### config.mk
export PLATFORM = sky130hd
export DESIGN_NAME = fp32_dot_sequencer
export DESIGN_NICKNAME = d
export VERILOG_FILES = /design/src/rtl/fp32_dot_sequencer.sv
export SDC_FILE = /design/constraint.sdc
export NUM_CORES = 1
export LEC_CHECK = 0
export CAP_MARGIN = 5
export CORE_ASPECT_RATIO = 0.6
export CORE_UTILIZATION = 25
export DETAILED_ROUTE_END_ITERATION = 12
export PLACE_DENSITY = 0.67
export SKIP_LAST_GASP = 1
export SLEW_MARGIN = 30
export SYNTH_ARGS = -nofsm -noshare
export SYNTH_HDL_FRONTEND = slang
export SYNTH_SLANG_ARGS = --single-unit
### constraint.sdc
create_clock -name CLK_I -period 3.5 [get_ports CLK_I]
set_input_delay 0.875 -clock CLK_I [delete_from_list [all_inputs] [get_ports CLK_I]]
set_output_delay 0.875 -clock CLK_I [all_outputs]
set_load 0.005 [all_outputs]
### src/rtl/fp32_dot_sequencer.sv
// Sequences a shared FP32 MAC unit over a stream of (a, b) pairs and emits
// the accumulated dot product. Operand and result bits pass through untouched.
module fp32_dot_sequencer #(
  parameter int unsigned MAX_LEN = 256,
  parameter int unsigned CNT_W   = 9
) (
  input  logic             CLK_I,
  input  logic             RSTL_I,
  input  logic             IN_VALID_I,
  output logic             IN_READY_O,
  input  logic [31:0]      IN_A_I,
  input  logic [31:0]      IN_B_I,
  input  logic             IN_LAST_I,
  output logic             MAC_VALID_O,
  input  logic             MAC_READY_I,
  output logic [31:0]      MAC_ALPHA_O,
  output logic [31:0]      MAC_BRAVO_O,
  output logic [31:0]      MAC_ACC_O,
  input  logic             MAC_VALID_I,
  output logic             MAC_READY_O,
  input  logic [31:0]      MAC_DELTA_I,
  output logic             OUT_VALID_O,
  input  logic             OUT_READY_I,
  output logic [31:0]      OUT_DATA_O,
  output logic [CNT_W-1:0] OUT_COUNT_O,
  output logic             OUT_OVF_O
);

  localparam logic [1:0] S_IDLE  = 2'd0;
  localparam logic [1:0] S_ISSUE = 2'd1;
  localparam logic [1:0] S_WAIT  = 2'd2;
  localparam logic [1:0] S_EMIT  = 2'd3;

  logic [1:0]       state_q, state_d;
  logic [31:0]      a_q, a_d;
  logic [31:0]      b_q, b_d;
  logic [31:0]      acc_q, acc_d;
  logic [CNT_W-1:0] count_q, count_d;
  logic [CNT_W-1:0] count_inc;
  logic             last_q, last_d;
  logic             ovf_q, ovf_d;
  logic             in_ready_q, in_ready_d;

  assign count_inc = count_q + CNT_W'(1);

  always_comb begin
    // NOTE: every next-state signal takes its hold value first so no path
    // through the case leaves one unassigned (which would infer a latch).
    state_d = state_q;
    a_d     = a_q;
    b_d     = b_q;
    acc_d   = acc_q;
    count_d = count_q;
    last_d  = last_q;
    ovf_d   = ovf_q;

    case (state_q)
      S_IDLE: begin
        if (IN_VALID_I && in_ready_q) begin
          a_d     = IN_A_I;
          b_d     = IN_B_I;
          last_d  = IN_LAST_I;
          state_d = S_ISSUE;
        end
      end
      S_ISSUE: begin
        if (MAC_READY_I) state_d = S_WAIT;
      end
      S_WAIT: begin
        if (MAC_VALID_I) begin
          acc_d   = MAC_DELTA_I;
          count_d = count_inc;
          // Truncation closes the vector early; remaining pairs start a new one.
          if (last_q || (count_inc == CNT_W'(MAX_LEN))) begin
            ovf_d   = ~last_q;
            state_d = S_EMIT;
          end else begin
            state_d = S_IDLE;
          end
        end
      end
      default: begin
        if (OUT_READY_I) begin
          acc_d   = 32'h0;
          count_d = '0;
          ovf_d   = 1'b0;
          state_d = S_IDLE;
        end
      end
    endcase

    // Registered so that IN_READY_O stays low while reset is held.
    in_ready_d = (state_d == S_IDLE);
  end

  always_ff @(posedge CLK_I or negedge RSTL_I) begin
    if (!RSTL_I) begin
      state_q    <= S_IDLE;
      a_q        <= 32'h0;
      b_q        <= 32'h0;
      acc_q      <= 32'h0;
      count_q    <= '0;
      last_q     <= 1'b0;
      ovf_q      <= 1'b0;
      in_ready_q <= 1'b0;
    end else begin
      // NOTE: sequential state uses non-blocking assignments so every register
      // samples the pre-edge values regardless of statement order.
      state_q    <= state_d;
      a_q        <= a_d;
      b_q        <= b_d;
      acc_q      <= acc_d;
      count_q    <= count_d;
      last_q     <= last_d;
      ovf_q      <= ovf_d;
      in_ready_q <= in_ready_d;
    end
  end

  assign IN_READY_O  = in_ready_q;
  assign MAC_VALID_O = (state_q == S_ISSUE);
  assign MAC_ALPHA_O = a_q;
  assign MAC_BRAVO_O = b_q;
  assign MAC_ACC_O   = acc_q;
  assign MAC_READY_O = (state_q == S_WAIT);
  assign OUT_VALID_O = (state_q == S_EMIT);
  assign OUT_DATA_O  = acc_q;
  assign OUT_COUNT_O = count_q;
  assign OUT_OVF_O   = ovf_q;

endmodule

==> flow_summary.ini <==
[run_status]
status = complete, no violations

[synthesis]
synthArstFlopShare_pct = 100
synth_top_area_cell = dfrtp_1
synth_edf_count = 0
syn_area_um2 = 4630
postSynthAreaPerCell_um2 = 13.6
synth.distinct_cells = 38
syn-num-nets = 446
synth_warnings = 0
netlist.area_leader.share_pct = 59.4
ys_top_cells_by_area = dfrtp_1 59%, mux2_2 16%, a22o_1 6.2%
ys_seq_area_share_pct = 59.4
postSynthCellCount = 341
postSynth.topFlopCell = dfrtp_1
ys_ff_latch = 110

[cts]
cts_inserted_buffers = 9
post-cts-setup-buffers = 0
cts_tree = yes
clock_path_buffers = 2
clkSinkCount = 110
clockRootBuffer = clkbuf_16
h-tree-depth = 3
clk_pin_slew_ns = 0.08
clock_latency_ns = 0.35
cts-resized-gates = 0
ctsHoldBuffers = 0

[floorplan]
dieArea_um2 = 19100
die_w_um = 178
fp-row-count = 38
initial_core_util_pct = 25.6
ios = 245
chipHeight_um = 107
coreArea_um2 = 18100

[worst_hold_path]
hold_end = IN_READY_O$_DFF_PN0_
holdPathStages = 1
hold_path_class = reg2reg
min_from = last_q$_DFFE_PN0P_

[detailed_routing]
drtPass1Iterations = 4
avgViaCountPerCell = 4.33
ant_nets = 0
routed_wl_um = 12200
drc = 0
wl_per_cell_um = 15.4
dr.first_iter.drc_count = 232
routed-via-count = 3427

[timing]
hold_viol = 0
max_freq_mhz = 390
finClkSkew_ns = 0.0121
fin_crit_sh_pct = 73.3
worstMarginPinSlew_ns = 0.654
slew_viol_final = 0
period_minus_slack_ns = 2.57
timing.hold.ws_ns = 0.490
setup_viol = 0
rsz0062_at_grt = no
slew-limit-headroom_pct = 56.4
finalSetupTns_ns = 0

[setup_path]
max_stage_delay_ns = 0.54
timing.rr.end = state_q[1]$_DFF_PN0_
worst-setup-path-type = reg2out
cp_max_fo = 8
r2r_slack_ns = 1.53
endpoint_kind = output pin
reg2regPathDepth = 6
critPathLaunchType = flip-flop
arrival_ns = 1.69
worstPathRequired_ns = 2.62
reg2reg_from = OUT_COUNT_O[1]$_DFFE_PN0P_
crit_chain = nor2b_4 > clkdlybuf4s50_1
cp_slowest_cell = clkdlybuf4s50_1

[grt]
gr-total-overflow = 0
grt_pass1_wl_um = 19200
grt_pass1_vias = 3572
grt_usage_pct = 13.0
antenna_found_initial = 0
grt_start_max_net_pins = 73

[power_and_ir_drop]
power_density_nw_per_um2 = 848
ir_drop_uv = 307
power_leakage_uw = 0.00302

[place]
place_hpwl_um = 9030
port_buffers = 244
place_congestion = 0.748

[finish]
mostFrequentLayoutCells = 243 x clkdlybuf4s50_1, 110 x dfrtp_1, 64 x mux2_2
layout_commonest_cell = clkdlybuf4s50_1
nNetsFinal = 652
layout-drive-gt1-share_pct = 17.4
area_growth_pct = 58.8
diodes = 0

[job]
maxCapViolations = 0
sequential cells by signal, indices dropped and copies added (netlist names):
| register | count |
|---|---|
| MAC_ACC_O | 32 |
| MAC_ALPHA_O | 32 |
| MAC_BRAVO_O | 32 |
| OUT_COUNT_O | 9 |
| state_q | 2 |
| IN_READY_O | 1 |
| OUT_OVF_O | 1 |
| last_q | 1 |
how the worst max path moves through the flow:
stage	startpoint	to	slack, ns
final	state_q[1]$_DFF_PN0_	MAC_READY_O	0.93
after global routing	state_q[0]$_DFF_PN0_	MAC_VALID_O	0.83
after CTS	state_q[1]$_DFF_PN0_	MAC_READY_O	0.90
after detailed placement	OUT_READY_I	MAC_ACC_O[3]$_DFFE_PN0P_	0.92
after global placement	MAC_VALID_I	OUT_OVF_O$_DFFE_PN0P_	0.94
after floorplan	IN_VALID_I	MAC_ALPHA_O[28]$_DFFE_PN0P_	1.54
cell usage after synthesis, types with 2 or more instances:
master   number
a22o_1       33
a31oi_1       2
a211o_2       2
inv_1         4
nand4_1       2
a21oi_1       5
o22ai_1       2
buf_6         2
xor2_1        2
and2_1        2
nor2_1        7
o21ai_0      13
o31ai_1       3
dfrtp_1     110
ha_1          2
buf_2        13
mux2_2       64
nand2_1      14
buf_4        37
nand3_1       4
critical path: cells and delay by family (launching register included):
family        cells  cell delay, ns
buf+inv           1            0.54
flops             1            0.53
simple gates      1            0.27
where the power goes:
| part | internal (uW) | leakage [uW] | switching (uW) |
|---|---|---|---|
| combinational | 2030 | 0.00154 | 887 |
| sequential | 1890 | 0.00135 | 440 |
| clock | 500 | 0.000134 | 497 |
| total | 4420 | 0.00302 | 1820 |
final cells by class:
type	instances	area, um^2
fill	1697	10800
sequential	110	2750
timing repair buffer	248	2500
multi-input combinational	174	1500
tap	240	300
clock buffer	9	225
clock inverter	7	65.1
inverter	4	15.0
through the flow:
step	utilization, %	setup slack (ns)	instances	power [uW]	cell area, um^2
finish	40.6	0.933	792	6240	7360
detailed placement	39.0	0.922	776	5300	7060
global route	40.6	0.827	792	6660	7360
floorplan	-	1.54	341	3570	4630
global placement	39.0	0.942	776	5230	7060
CTS	40.6	0.898	792	6350	7350
metal layers:
layer / vias up / global-route usage [%] / part of all wire, %
li1: 1597 / - / -
met1: 1677 / 16.5 / 44
met2: 144 / 20.9 / 47
met3: 9 / 4.34 / 7.8
met4: 0 / 3.79 / 1.1
met5: - / 0 / 0
cell families after synthesis:
group / Yosys count / synth area share [%]
flip-flops: 110 / 59.4
AO/OA/AOI/OAI: 65 / 10.9
multiplexers: 65 / 15.8
buffers and inverters: 57 / 8.32
AND/OR/NAND/NOR: 40 / 4.73
XOR/XNOR: 2 / 0.378
adder cells (fa/ha/maj): 2 / 0.540
No activity file was read; power rests on OpenSTA's default activity.
